[src/rtl/vga_timing_gen.sv]
// vga_timing_gen: parametrised horizontal + vertical VGA raster timing.
// Counters advance on pix_en; blanking, de and sync are decoded
// combinationally from the registered counters. line_start and
// frame_start are registered single-clk_in strobes.
module vga_timing_gen #(
    parameter int unsigned H_ACTIVE  = 640,
    parameter int unsigned H_FP      = 16,
    parameter int unsigned H_SYNC    = 96,
    parameter int unsigned H_BP      = 48,
    parameter int unsigned V_ACTIVE  = 480,
    parameter int unsigned V_FP      = 10,
    parameter int unsigned V_SYNC    = 2,
    parameter int unsigned V_BP      = 33,
    parameter bit          HSYNC_POL = 1'b0,
    parameter bit          VSYNC_POL = 1'b0,
    localparam int unsigned H_TOTAL  = H_ACTIVE + H_FP + H_SYNC + H_BP,
    localparam int unsigned V_TOTAL  = V_ACTIVE + V_FP + V_SYNC + V_BP,
    localparam int unsigned HW       = $clog2(H_TOTAL),
    localparam int unsigned VW       = $clog2(V_TOTAL)
) (
    input  logic          clk_in,
    input  logic          resetn,
    input  logic          pix_en,
    output logic [HW-1:0] h_count,
    output logic [VW-1:0] v_count,
    output logic          h_blank,
    output logic          v_blank,
    output logic          de,
    output logic          hsync,
    output logic          vsync,
    output logic          line_start,
    output logic          frame_start
);

    localparam logic [HW-1:0] H_LAST       = HW'(H_TOTAL - 1);
    localparam logic [VW-1:0] V_LAST       = VW'(V_TOTAL - 1);
    localparam logic [HW-1:0] H_ACT_END    = HW'(H_ACTIVE);
    localparam logic [VW-1:0] V_ACT_END    = VW'(V_ACTIVE);
    localparam logic [HW-1:0] H_SYNC_FIRST = HW'(H_ACTIVE + H_FP);
    localparam logic [HW-1:0] H_SYNC_LAST  = HW'(H_ACTIVE + H_FP + H_SYNC - 1);
    localparam logic [VW-1:0] V_SYNC_FIRST = VW'(V_ACTIVE + V_FP);
    localparam logic [VW-1:0] V_SYNC_LAST  = VW'(V_ACTIVE + V_FP + V_SYNC - 1);

    logic h_wrap;
    logic v_wrap;
    logic in_hsync;
    logic in_vsync;

    assign h_wrap = (h_count == H_LAST);
    assign v_wrap = (v_count == V_LAST);

    // Raster counters: reset parks on the last pixel of the frame so the
    // first enabled edge lands on (0,0).
    always_ff @(posedge clk_in or negedge resetn) begin
        if (!resetn) begin
            h_count <= H_LAST;
            v_count <= V_LAST;
        end else if (pix_en) begin
            if (h_wrap) begin
                h_count <= '0;
                if (v_wrap) v_count <= '0;
                else        v_count <= v_count + 1'b1;
            end else begin
                h_count <= h_count + 1'b1;
            end
        end
    end

    // Start strobes: set on the enabled wrap edge, cleared on every other edge.
    always_ff @(posedge clk_in or negedge resetn) begin
        if (!resetn) begin
            line_start  <= 1'b0;
            frame_start <= 1'b0;
        end else begin
            line_start  <= pix_en && h_wrap;
            frame_start <= pix_en && h_wrap && v_wrap;
        end
    end

    // Decodes of the registered counters, coherent with the counts.
    always_comb begin
        h_blank  = (h_count >= H_ACT_END);
        v_blank  = (v_count >= V_ACT_END);
        de       = !h_blank && !v_blank;
        in_hsync = (h_count >= H_SYNC_FIRST) && (h_count <= H_SYNC_LAST);
        in_vsync = (v_count >= V_SYNC_FIRST) && (v_count <= V_SYNC_LAST);
        hsync    = in_hsync ? HSYNC_POL : !HSYNC_POL;
        vsync    = in_vsync ? VSYNC_POL : !VSYNC_POL;
    end

endmodule

[config.mk]
export PLATFORM = sky130hd
export DESIGN_NAME = vga_timing_gen
export DESIGN_NICKNAME = d
export VERILOG_FILES = /design/src/rtl/vga_timing_gen.sv
export SDC_FILE = /design/constraint.sdc
export NUM_CORES = 1
export LEC_CHECK = 0
export CORE_UTILIZATION = 51
export CTS_CLUSTER_SIZE = 12
export DETAILED_ROUTE_END_ITERATION = 6
export PLACE_DENSITY = 0.83
export SLEW_MARGIN = 20
export SYNTH_ARGS = -nofsm -noshare
export SYNTH_HDL_FRONTEND = slang
export SYNTH_SLANG_ARGS = --single-unit
[constraint.sdc]
create_clock -name clk_in -period 5.1 [get_ports clk_in]
set_input_delay 1.275 -clock clk_in [delete_from_list [all_inputs] [get_ports clk_in]]
set_output_delay 1.275 -clock clk_in [all_outputs]
set_load 0.02 [all_outputs]
# Word level (Yosys, flattened, before mapping)
# Cells that the tools add are included.
[totals]
register_bits = 22
output_inout_bits = 27
wordCells = 26
[classes]
n_eq_ne = 2
reduce_logical = 8
order_cmp = 6
n_mux = 4
add_sub_neg = 2
[op_table]
columns = ["cell", "n"]
rows = [
  ["adder 10 x 1 -> 10 bit (second input constant)", 2],
  ["== test 10 bit (second input constant)", 2],
  [">= comparator 10 bit (second input constant)", 2],
  [">= comparator 10 x 9 -> 1 bit (second input constant)", 2],
  ["2-to-1 mux 10 bit", 2],
  ["less-or-equal comparator 10 bit (second input constant)", 1],
  ["less-or-equal comparator 10 x 9 -> 1 bit (second input constant)", 1],
  ["logical AND 1 bit", 5],
  ["logical NOT 1 bit", 2],
  ["2-to-1 mux 1 bit", 2],
  ["AND reduction 2 bit", 1],
]

# Longest topological paths before layout
# Gate-level depths: netlist of run 1.
[logic_depth]
ltp_word = 3
ltp_mapped = 7

# Least setup slack after synthesis of run 1
# Ideal clock, no wire load.
[synth_path]
kind = "register to output"
start = "reg v_count[6]"
end = "out de"
stages_incl_launch_ff = 4
arrival_time_ps = 1456
setup_slack_ps = 2369
path_buffers = 0
cell_sequence = "dfrtp_1 > nand3_1 > o21ai_0 > nor2_1"
[synth_via]
elab_chain_cells = 3
[synth_rtl]
columns = ["item", "line_no", "rtl"]
rows = [
  ["start, declared", "25", "output logic [VW-1:0] v_count,"],
  ["start signal, assigned", "62", "else v_count <= v_count + 1'b1;"],
  [">= comparator 10 x 9 -> 1 bit", "83", "v_blank = (v_count >= V_ACT_END);"],
  ["net v_blank", "27", "output logic v_blank,"],
  ["logical NOT 1 bit", "84", "de = !h_blank && !v_blank;"],
  ["logical AND 1 bit", "84", ""],
  ["end, declared", "28", "output logic de,"],
]
# The timed path passes the listed nets, and every way through them passes these cells.

# Final worst setup path of run 1
[layout_path]
start = "in pix_en"
end = "reg v_count[8]"
[layout_via]
elab_chain_cells = 1
[layout_rtl]
columns = ["item", "line_no", "rtl"]
rows = [
  ["start, declared", "23", "input logic pix_en,"],
  ["AND reduction 2 bit (no line)", "n/a", ""],
]
# Every way passes these cells.
# A chain may end at the register's enable or synchronous reset.

==> results of run 1 <==
==> path summary, 6_finish.rpt <==
| check | from | to | slack [ns] | cells after the start |
|---|---|---|---|---|
| max in group asynchronous | resetn | v_count[3]$_DFFE_PN1P_ | 3.82 | 1 |
| min in group asynchronous | resetn | h_count[7]$_DFFE_PN0P_ | 0.92 | 1 |
| setup reg to reg | v_count[0]$_DFFE_PN0P_ | v_count[8]$_DFFE_PN0P_ | 2.76 | 6 |
| hold / removal | v_count[9]$_DFFE_PN1P_ | v_count[9]$_DFFE_PN1P_ | 0.53 | 2 |
| setup / recovery | pix_en | v_count[8]$_DFFE_PN0P_ | 1.98 | 5 |
| hold reg to reg | v_count[9]$_DFFE_PN1P_ | v_count[9]$_DFFE_PN1P_ | 0.53 | 2 |
==> critical path, cell delays in order <==
cell                              delay [ns]
sky130_fd_sc_hd__clkdlybuf4s50_1        0.54
sky130_fd_sc_hd__and2_0                 0.29
sky130_fd_sc_hd__nand4_1                0.46
sky130_fd_sc_hd__nor3_1                 0.37
sky130_fd_sc_hd__mux2_2                 0.37
==> cells in the final DEF, fill, tap and decap left out, types with 2 or more instances in the layout <==
cell and n:
sky130_fd_sc_hd__clkdlybuf4s50_1 28, sky130_fd_sc_hd__nor2_1 13, sky130_fd_sc_hd__dfrtp_1 12, sky130_fd_sc_hd__inv_1 10, sky130_fd_sc_hd__nand3_1 10, sky130_fd_sc_hd__dfstp_2 10
sky130_fd_sc_hd__nand2_1 7, sky130_fd_sc_hd__xnor2_1 7, sky130_fd_sc_hd__nand4_1 6, sky130_fd_sc_hd__o21ai_0 6, sky130_fd_sc_hd__nor4_1 4, sky130_fd_sc_hd__ha_1 4
sky130_fd_sc_hd__and3_1 3, sky130_fd_sc_hd__nor3_1 3, sky130_fd_sc_hd__a21oi_1 3, sky130_fd_sc_hd__clkbuf_4 3, sky130_fd_sc_hd__mux2i_1 2, sky130_fd_sc_hd__a22o_1 2
sky130_fd_sc_hd__xor2_1 2
==> layer usage <==
metal / vias to the layer above / GRT usage, %
met1: 480 / 27.11
met4: 0 / 5.714
met2: 38 / 39.19
met3: 5 / 3.395
met5: - / 0
li1: 488 / -
==> state kept, by name, summed over array words and instances, names as in the netlist <==
| register | cells |
|---|---|
| frame_start | 1 |
| h_count | 10 |
| line_start | 1 |
| v_count | 10 |
==> final cells by class <==
cell class              instances  area [um2]  area share (%)
clock buffers                   4       26.28           1.741
inverters                      11       41.29           2.736
multi-input cells              87       558.0           36.98
flip-flops and latches         22       563.0           37.31
well taps                      28       35.03           2.322
repair buffers                 29       285.3           18.91
==> cells by family (layout without fill, tap and decap cells) <==
group / after synthesis / in the layout / synth area share, %
AO/OA/AOI/OAI: 17 / 17 / 8.956
XOR/XNOR: 9 / 9 / 6.717
adder cells (fa/ha/maj): 4 / 4 / 4.265
buffers and inverters: 14 / 44 / 4.478
flip-flops: 22 / 22 / 47.97
multiplexers: 3 / 3 / 2.665
AND/OR/NAND/NOR: 54 / 54 / 24.95
==> per-stage QoR <==
stage | setup WS (ns) | util [%] | std cells | area, um2 | power, mW
floorplan | 2.369 | - | 123 | 1174 | 0.2960
global placement | 1.800 | 67.90 | 177 | 1488 | 0.3443
detailed placement | 1.650 | 67.90 | 177 | 1488 | 0.3501
CTS | 1.983 | 69.10 | 181 | 1514 | 0.4297
global route | 1.854 | 68.87 | 181 | 1509 | 0.4502
finish | 1.983 | 68.87 | 181 | 1509 | 0.4246
==> where the power goes <==
| part | total [mW] | leakage (nW) | switching [mW] | internal [mW] |
|---|---|---|---|---|
| Clock | 0.0788 | 0.0150 | 0.0485 | 0.0304 |
| Sequential | 0.237 | 0.256 | 0.0310 | 0.206 |
| Combinational | 0.109 | 0.339 | 0.0562 | 0.0525 |
| Total | 0.425 | 0.610 | 0.136 | 0.289 |
==> Flow_metrics.wiki, run 1 <==
{| class="wikitable"
! Metric !! Value
|-
| Area growth from synthesis to layout || 28.57%
|-
| Total of hold buffers inserted after clock tree synthesis || 0
|-
| Mapped Cells || 123
|-
| Post-Synthesis Mean Instance Area || 9.542 um2
|-
| Number of endpoints failing setup at the final stage || 0
|-
| Top routing layer in use || met4
|-
| Sum of negative setup slack || 0 ns
|-
| Vias after detailed routing || 1,011
|-
| Tightest Pin Transition || about 0.80 ns
|-
| Wire length of the first global-routing pass || 4236 um
|-
| Final Critical Period || slightly above 3 ns
|-
| Initial core utilization || 53.57%
|-
| Horizontal die dimension || 49.97 um
|-
| Crit. End Element || flip-flop
|-
| Largest net degree at the start of global routing || 23
|-
| Critical path data required time || 5.29 ns
|-
| Clock insertion delay at the later pin of the skew report || 0.29 ns
|-
| I/O Pins || 30
|-
| Post-Route WL || 2480 um
|-
| Number of failing hold endpoints at the final stage || 0
|-
| Final antenna-violating net count || 0
|-
| Site row count || 17
|-
| Drt first pass iters || 4
|-
| Synthesized net count || between 100 and 150
|-
| Diode insertion count for antenna repair || 0
|-
| Clk sink count || 22
|-
| Core box area || 2191 um2
|-
| CTS-repair resized insts || 0
|-
| Global route total overflow || 0
|-
| DR WL/cell || 13.70 um
|-
| All-Layer GR Usage || 21.91%
|-
| Number of nets in the layout || 161
|-
| Number of port buffers || 29
|-
| CTS buffer count || 3
|-
| Top cell type's share of synthesized area || about a quarter
|-
| Share of the cycle needed by the critical path after routing || 61.12%
|-
| Count of routing violations after the opening detailed-route iteration || 28
|-
| Sequential area share after synthesis || 47.97%
|-
| RSZ-0062 raised after global routing || false
|-
| Post-synthesis sequential element count || 22
|-
| Worst-case clock buffer depth || 2
|-
| Number of synthesized flops with an enable pin || 0
|-
| Post-Syn Area || 1174 um2
|-
| Initial antenna violation count || 0
|-
| Die area || 2497 um2
|-
| Clock tree from TritonCTS || done
|-
| Post-DP HPWL || 1835 um
|-
| Fraction of layout cells with a size suffix above 1 || roughly 12%
|-
| Register clock-pin slew on the reported worst setup and hold paths || 0.12 ns
|-
| F_max || 320.8 MHz
|-
| Post-CTS setup repair buffer count || 0
|-
| Arrival time of the worst setup path || approximately 3.3 ns
|-
| Worst slew margin || 46.50%
|-
| Count of H-tree levels built during CTS || 1
|-
| Via density || 5.586
|-
| Max FO, Critical Path || 12
|-
| Nature of the critical path startpoint || input port
|-
| Library cell occupying the most area in the post-synthesis netlist || sky130_fd_sc_hd__dfrtp_1
|-
| Count of filler cells inserted in the layout || 180
|-
| Met3 Routed Length || 101 um
|-
| Type of the worst min-delay path || reg2reg
|-
| Power density normalized to cell area || 281.4 nW/um2
|-
| Amount of wire on met2 after detailed routing || 1244 um
|-
| Result of the run || complete, no violations
|-
| Max-capacitance violation count || 0
|-
| List of most frequent post-synthesis cells || 13 x sky130_fd_sc_hd__nor2_1, 12 x sky130_fd_sc_hd__dfrtp_1, 10 x sky130_fd_sc_hd__dfstp_2, 10 x sky130_fd_sc_hd__inv_1, 10 x sky130_fd_sc_hd__nand3_1
|-
| Die Span Y || 49.97 um
|-
| Most area-consuming cells after synthesis || sky130_fd_sc_hd__dfrtp_1 26%, sky130_fd_sc_hd__dfstp_2 22%, sky130_fd_sc_hd__xnor2_1 5.2%, sky130_fd_sc_hd__ha_1 4.3%, sky130_fd_sc_hd__nand3_1 4.3%
|-
| Worst setup skew after layout || roughly 0.005 ns
|-
| Clock root buffer master || sky130_fd_sc_hd__clkbuf_4
|-
| Number of different library cells in the post-synthesis netlist || 34
|-
| Via count of the first global-routing pass || 982
|-
| Worst hold slack || ~0.53 ns
|-
| Post-synth top flop || sky130_fd_sc_hd__dfrtp_1
|-
| Slew Limit Fails || 0
|-
| Post-synthesis async set-or-reset flop share || 100.0%
|-
| Worst-case vdd ir drop || 0.1880 mV
|-
| Most frequent cell after synthesis || sky130_fd_sc_hd__nor2_1
|-
| Post-detailed-route DRC marker count || 0
|-
| Met1 WL || 1102 um
|-
| Yosys warning count || 0
|-
| Start-to-end type of the worst setup path || in2reg
|-
| Leakage power total || approximately 0.61 nW
|-
| RD Place Congestion || 0.8738
|}
Power figures use the tool's default switching activity.
==> run 2: changes to the inputs <==
--- a/config.mk
+++ b/config.mk
@@ -5,10 +5,10 @@
 export SDC_FILE = /design/constraint.sdc
 export NUM_CORES = 1
 export LEC_CHECK = 0
-export CORE_UTILIZATION = 51
+export CORE_UTILIZATION = 43
 export CTS_CLUSTER_SIZE = 12
 export DETAILED_ROUTE_END_ITERATION = 6
-export PLACE_DENSITY = 0.83
+export PLACE_DENSITY = 0.74
 export SLEW_MARGIN = 20
 export SYNTH_ARGS = -nofsm -noshare
 export SYNTH_HDL_FRONTEND = slang
==> constraint.sdc (replaced) <==
create_clock -name clk_in -period 2.79 [get_ports clk_in]
set_input_delay 0.6975 -clock clk_in [delete_from_list [all_inputs] [get_ports clk_in]]
set_output_delay 0.6975 -clock clk_in [all_outputs]
set_load 0.02 [all_outputs]
==> Flow_metrics.wiki, run 2 (synthesis gave the netlist of run 1 again) <==
{| class="wikitable"
! Metric !! Value
|-
| Registers with the most flip-flops || h_count: 10 flops, v_count: 10 flops (unchanged)
|-
| Worst-case clock buffer depth || 2 (unchanged)
|-
| Number of port buffers || 29 (unchanged)
|-
| Drt first pass iters || 4 (unchanged)
|-
| Post-Route WL || 2554 um (was 2480 um)
|-
| Number of standard cells in the layout, taps in and fillers out || 186 (was 181)
|-
| Post-detailed-route DRC marker count || 0 (unchanged)
|-
| Diode insertion count for antenna repair || 0 (unchanged)
|-
| Core box area || 2522 um2 (was 2191 um2)
|-
| CTS-repair resized insts || 0 (unchanged)
|-
| Clock insertion delay at the later pin of the skew report || 0.30 ns (was 0.29 ns)
|-
| Fraction of layout cells with a size suffix above 1 || 13.46% (was 12.42%)
|-
| RD Place Congestion || 0.8662 (was 0.8738)
|-
| DR WL/cell || 13.73 um (was 13.70 um)
|-
| Slew Limit Fails || 0 (unchanged)
|-
| All-Layer GR Usage || 20.13% (was 21.91%)
|-
| Result of the run || complete, no violations (unchanged)
|-
| Number of endpoints failing setup at the final stage || 0 (unchanged)
|-
| Site row count || 18 (was 17)
|-
| Critical path data required time || 2.09 ns (was 5.29 ns)
|-
| Count of H-tree levels built during CTS || 1 (unchanged)
|-
| Max FO, Critical Path || 7 (was 12)
|-
| Horizontal die dimension || 54.25 um (was 49.97 um)
|-
| Post-DP HPWL || 1947 um (was 1835 um)
|-
| Power density normalized to cell area || 510.1 nW/um2 (was 281.4 nW/um2)
|-
| Start-to-end type of the worst setup path || reg2out (was in2reg)
|-
| Clock tree from TritonCTS || done (unchanged)
|-
| Die Span Y || 54.25 um (was 49.97 um)
|-
| Final antenna-violating net count || 0 (unchanged)
|-
| Vias after detailed routing || 991 (was 1,011)
|-
| Total of hold buffers inserted after clock tree synthesis || 0 (unchanged)
|-
| RSZ-0062 raised after global routing || false (unchanged)
|-
| Die area || 2943 um2 (was 2497 um2)
|-
| Register clock-pin slew on the reported worst setup and hold paths || 0.12 ns (about the same)
|-
| Worst slew margin || 45.37% (was 46.50%)
|-
| Tightest Pin Transition || 0.8120 ns (was 0.7951 ns)
|-
| Via count of the first global-routing pass || 948 (was 982)
|-
| Initial antenna violation count || 0 (unchanged)
|-
| Area growth from synthesis to layout || 31.13% (was 28.57%)
|-
| Worst-case vdd ir drop || 0.3652 mV (was 0.1880 mV)
|-
| Sum of negative setup slack || 0 ns (unchanged)
|-
| Leakage power total || 0.6243 nW (was 0.6101 nW)
|-
| Clock root buffer master || sky130_fd_sc_hd__clkbuf_4 (unchanged)
|-
| Worst setup skew after layout || 0.01029 ns (was 0.004860 ns)
|-
| Number of failing hold endpoints at the final stage || 0 (unchanged)
|-
| Crit. End Element || output port (was flip-flop)
|-
| Largest net degree at the start of global routing || 23 (unchanged)
|-
| Final Critical Period || 2.553 ns
|-
| Share of the cycle needed by the critical path after routing || 91.50%
|-
| I/O Pins || 30 (unchanged)
|-
| CTS buffer count || 3 (unchanged)
|-
| Via density || 5.328 (was 5.586)
|-
| Placed cell count || 182 (was 177)
|-
| Wire length of the first global-routing pass || 4209 um (was 4236 um)
|-
| Commonest cells after routing, fill and taps aside || 29 x sky130_fd_sc_hd__clkdlybuf4s50_1, 13 x sky130_fd_sc_hd__nor2_1, 12 x sky130_fd_sc_hd__dfrtp_1 (was 28 x sky130_fd_sc_hd__clkdlybuf4s50_1, 13 x sky130_fd_sc_hd__nor2_1, 12 x sky130_fd_sc_hd__dfrtp_1)
|-
| Arrival time of the worst setup path || 1.86 ns (was 3.31 ns)
|-
| Type of the worst min-delay path || reg2reg (unchanged)
|-
| Initial core utilization || 46.53% (was 53.57%)
|-
| Leading cell type in the layout, fill and taps excluded || sky130_fd_sc_hd__clkdlybuf4s50_1 (unchanged)
|-
| Post-CTS setup repair buffer count || 0 (unchanged)
|-
| Count of routing violations after the opening detailed-route iteration || 9 (was 28)
|-
| Nature of the critical path startpoint || flip-flop (was input port)
|-
| F_max || 391.7 MHz
|-
| Core utilization of the finished layout || 61.01% (was 68.87%)
|-
| Clk sink count || 22 (unchanged)
|-
| Global route total overflow || 0 (unchanged)
|-
| Overall Power || 0.7850 mW (was 0.4246 mW)
|-
| Number of nets in the layout || 164 (was 161)
|-
| Max-capacitance violation count || 0 (unchanged)
|}
[run 2: changes by cell type in the layout (fill, tap and decap cells not counted)]
cell / previous run / this run
sky130_fd_sc_hd__buf_4: 0 / 3
sky130_fd_sc_hd__buf_2: 1 / 0
sky130_fd_sc_hd__clkdlybuf4s50_1: 28 / 29
[run 2: per-layer routing]
metal,part of all wire (%),global-route usage [%]
met4,1.6,8.974
met2,50,35.98
met1,45,23.86
met5,0,0
met3,3.4,2.500
[run 2: cell type report]
type	count	area [um2]
fillers	226	983.4
flip-flops and latches	22	563.0
multi-input cells	87	558.0
repair buffers	32	312.8
inverters	11	41.29
well taps	30	37.54
clock buffers	4	26.28
[run 2: through the flow]
step           hold slack, ns  cell area (um2)  setup slack [ns]
2_1_floorplan          0.4019             1174            0.6133
3_5_place_dp           0.5303             1513            0.4132
4_1_cts                0.5483             1539            0.2199
3_3_place_gp           0.5044             1513            0.4534
5_1_grt                0.5583             1539            0.1223
6_report               0.5390             1539            0.2371
[run 2: critical path: stages, from the launching register on]
cell                              delay, ns
sky130_fd_sc_hd__dfrtp_1               0.49
sky130_fd_sc_hd__nand3_1               0.16
sky130_fd_sc_hd__o21ai_0               0.24
sky130_fd_sc_hd__clkdlybuf4s50_1       0.66
[run 2: worst paths after layout]
path | startpoint | end | slack, ns | cells after the start
min in group asynchronous | resetn | v_count[1]$_DFFE_PN0P_ | 0.72 | 2
worst min-delay path | v_count[9]$_DFFE_PN1P_ | v_count[9]$_DFFE_PN1P_ | 0.54 | 2
max in group asynchronous | resetn | h_count[3]$_DFFE_PN1P_ | 1.78 | 2
worst min register to register | v_count[9]$_DFFE_PN1P_ | v_count[9]$_DFFE_PN1P_ | 0.54 | 2
worst max-delay path | v_count[6]$_DFFE_PN0P_ | v_blank | 0.24 | 3
worst max register to register | v_count[0]$_DFFE_PN0P_ | v_count[8]$_DFFE_PN0P_ | 0.46 | 6
[run 2: report_power, final]
part           switching [mW]  leakage [nW]  internal, mW
Combinational           0.106         0.354         0.100
Sequential             0.0540         0.256         0.376
Clock                  0.0926        0.0150        0.0556
==> run 3: changes to the inputs <==
--- a/config.mk
+++ b/config.mk
@@ -9,6 +9,7 @@
 export CTS_CLUSTER_SIZE = 12
 export DETAILED_ROUTE_END_ITERATION = 6
 export PLACE_DENSITY = 0.74
+export SETUP_SLACK_MARGIN = 0.4
 export SLEW_MARGIN = 20
 export SYNTH_ARGS = -nofsm -noshare
 export SYNTH_HDL_FRONTEND = slang
==> Flow_metrics.wiki, run 3 (synthesis gave the netlist of run 1 again) <==
{| class="wikitable"
! Metric !! Value
|-
| Result of the run || complete, no violations (unchanged)
|-
| Share of the cycle needed by the critical path after routing || 80.23% (was 91.50%)
|-
| Leading cell type in the layout, fill and taps excluded || sky130_fd_sc_hd__clkdlybuf4s50_1 (unchanged)
|-
| Clock tree from TritonCTS || done (unchanged)
|-
| Type of the worst min-delay path || reg2reg (unchanged)
|-
| Buffers and inverters on the worst path || 1 (unchanged)
|-
| Arrival time of the worst setup path || 1.54 ns (was 1.86 ns)
|-
| Core box area || 2522 um2 (unchanged)
|-
| Clock insertion delay at the later pin of the skew report || 0.30 ns (about the same)
|-
| Cell-by-cell listing of the critical path || clkdlybuf4s50_1 (was nand3_1, o21ai_0, clkdlybuf4s50_1)
|-
| I/O Pins || 30 (unchanged)
|-
| Via count of the first global-routing pass || 944 (was 948)
|-
| Post-DP HPWL || 1947 um (unchanged)
|-
| Largest net degree at the start of global routing || 23 (unchanged)
|-
| Number of nets in the layout || 165 (was 164)
|-
| Final antenna-violating net count || 0 (unchanged)
|-
| Drt first pass iters || 4 (unchanged)
|-
| Initial core utilization || 46.53% (unchanged)
|-
| Power density normalized to cell area || 506.8 nW/um2 (was 510.1 nW/um2)
|-
| All-Layer GR Usage || 20.25% (was 20.13%)
|-
| Clock root buffer master || sky130_fd_sc_hd__clkbuf_4 (unchanged)
|-
| Fraction of layout cells with a size suffix above 1 || 15.29% (was 13.46%)
|-
| Total of hold buffers inserted after clock tree synthesis || 0 (unchanged)
|-
| Diode insertion count for antenna repair || 0 (unchanged)
|-
| Global route total overflow || 0 (unchanged)
|-
| Slack of the worst reg-to-reg path || 0.56 ns (was 0.46 ns)
|-
| Wire length of the first global-routing pass || 4229 um (was 4209 um)
|-
| Overall Power || 0.7843 mW (was 0.7850 mW)
|-
| Critical path data required time || 2.09 ns (about the same)
|-
| Initial antenna violation count || 0 (unchanged)
|-
| Max FO, Critical Path || 7 (unchanged)
|-
| Number of endpoints failing setup at the final stage || 0 (unchanged)
|-
| Depth of the worst register-to-register path || 6 (unchanged)
|-
| DR WL/cell || 13.92 um (was 13.73 um)
|-
| Count of H-tree levels built during CTS || 1 (unchanged)
|-
| Sum of negative setup slack || 0 ns (unchanged)
|-
| Area growth from synthesis to layout || 31.88% (was 31.13%)
|-
| Tightest Pin Transition || 0.4894 ns (was 0.8120 ns)
|-
| Horizontal die dimension || 54.25 um (unchanged)
|-
| Via density || 5.348 (was 5.328)
|-
| Crit. End Element || output port (unchanged)
|-
| Number of failing hold endpoints at the final stage || 0 (unchanged)
|-
| Final Critical Period || 2.238 ns (was 2.553 ns)
|-
| RSZ-0062 raised after global routing || false (unchanged)
|-
| Number of cells traversed by the worst hold path || 2 (unchanged)
|-
| Standard cell with the maximum stage delay on the critical path || sky130_fd_sc_hd__dfstp_2 (was sky130_fd_sc_hd__clkdlybuf4s50_1)
|-
| Vias after detailed routing || 1,000 (was 991)
|-
| RD Place Congestion || 0.8662 (unchanged)
|-
| Commonest cells after routing, fill and taps aside || 24 x sky130_fd_sc_hd__clkdlybuf4s50_1, 13 x sky130_fd_sc_hd__nor2_1, 11 x sky130_fd_sc_hd__dfrtp_1 (was 29 x sky130_fd_sc_hd__clkdlybuf4s50_1, 13 x sky130_fd_sc_hd__nor2_1, 12 x sky130_fd_sc_hd__dfrtp_1)
|-
| Nature of the critical path startpoint || flip-flop (unchanged)
|-
| Number of port buffers || 29 (unchanged)
|-
| CTS buffer count || 3 (unchanged)
|-
| Register clock-pin slew on the reported worst setup and hold paths || 0.12 ns (about the same)
|-
| Start-to-end type of the worst setup path || reg2out (unchanged)
|-
| Max-capacitance violation count || 0 (unchanged)
|-
| Leakage power total || 0.6314 nW (was 0.6243 nW)
|-
| Slew Limit Fails || 0 (unchanged)
|-
| Worst slew margin || 67.10% (was 45.37%)
|-
| Worst setup skew after layout || 0.01171 ns (was 0.01029 ns)
|-
| Post-detailed-route DRC marker count || 0 (unchanged)
|-
| Registers with the most flip-flops || h_count: 10 flops, v_count: 10 flops (unchanged)
|-
| Delay contributed by the slowest stage of the critical path || 0.62 ns (was 0.66 ns)
|-
| Die Span Y || 54.25 um (unchanged)
|-
| Count of filler cells inserted in the layout || 230 (was 226)
|-
| WHS Endpoint || h_count[4]$_DFFE_PN1P_ (was v_count[9]$_DFFE_PN1P_)
|-
| F_max || 446.7 MHz (was 391.7 MHz)
|-
| Die area || 2943 um2 (unchanged)
|-
| Sequential cell area || 564.3 um2 (was 563.0 um2)
|-
| Count of routing violations after the opening detailed-route iteration || 10 (was 9)
|-
| Site row count || 18 (unchanged)
|-
| Area of combinational cells with multiple inputs || 564.3 um2 (was 558.0 um2)
|-
| Clk sink count || 22 (unchanged)
|-
| Start point of the worst hold path || h_count[3]$_DFFE_PN1P_ (was v_count[9]$_DFFE_PN1P_)
|-
| Critical R2R Capture || v_count[6]$_DFFE_PN0P_ (was v_count[8]$_DFFE_PN0P_)
|-
| Post-Route WL || 2603 um (was 2554 um)
|-
| Critical R2R Launch || v_count[0]$_DFFE_PN0P_ (unchanged)
|-
| Worst-case clock buffer depth || 2 (unchanged)
|-
| Worst-case vdd ir drop || 0.3653 mV (was 0.3652 mV)
|-
| Cell family with the largest share of critical-path delay || flip-flops (was buffers and inverters)
|}
## run 3: repair_timing
item	4_1_cts	5_1_grt
setup buffers	1	0
setup endpoints to repair	5	3
pin swaps	0	0
resized for setup	6	1
## run 3: area by class of cell
class | instances | share of cell area (%)
tap | 30 | 2.425
clock buffer | 4 | 1.698
inverter | 11 | 2.668
timing repair buffer | 33 | 20.29
sequential | 22 | 36.46
multi-input combinational | 87 | 36.46
## run 3: power breakdown
group          switching [mW]  internal, mW
combinational           0.106         0.100
sequential             0.0540         0.376
clock                  0.0920        0.0556
## run 3: how the worst max path moves through the flow
| stage | from | depth (start not counted) | to |
|---|---|---|---|
| floorplan | v_count[0]$_DFFE_PN0P_ | 6 | v_count[6]$_DFFE_PN0P_ |
| global placement | pix_en | 5 | v_count[8]$_DFFE_PN0P_ |
| detailed placement | pix_en | 6 | v_count[5]$_DFFE_PN0P_ |
| CTS | v_count[0]$_DFFE_PN0P_ | 6 | v_count[8]$_DFFE_PN0P_ |
| global route | h_count[5]$_DFFE_PN0P_ | 4 | hsync |
| finish | h_count[9]$_DFFE_PN1P_ | 1 | h_count[9] |
## run 3: layer usage
metal / wire length [um] / part of all wire [%] / GRT usage (%)
met4: 30 / 1.2 / 8.120
met5: 0 / 0 / 0
met3: 101 / 3.9 / 2.778
met2: 1331 / 51 / 36.59
met1: 1140 / 44 / 23.86
## run 3: metrics by stage
step | instance area [um2] | hold WS [ns] | utilization, % | worst slack (ns) | cells
CTS | 1541 | 0.5483 | 61.11 | 0.4896 | 187
floorplan | 1174 | 0.4019 | - | 0.6133 | 123
finish | 1548 | 0.5386 | 61.36 | 0.5515 | 187
global placement | 1513 | 0.5044 | 59.97 | 0.4534 | 182
detailed placement | 1513 | 0.5303 | 59.97 | 0.4132 | 182
global route | 1548 | 0.5584 | 61.36 | 0.4605 | 187
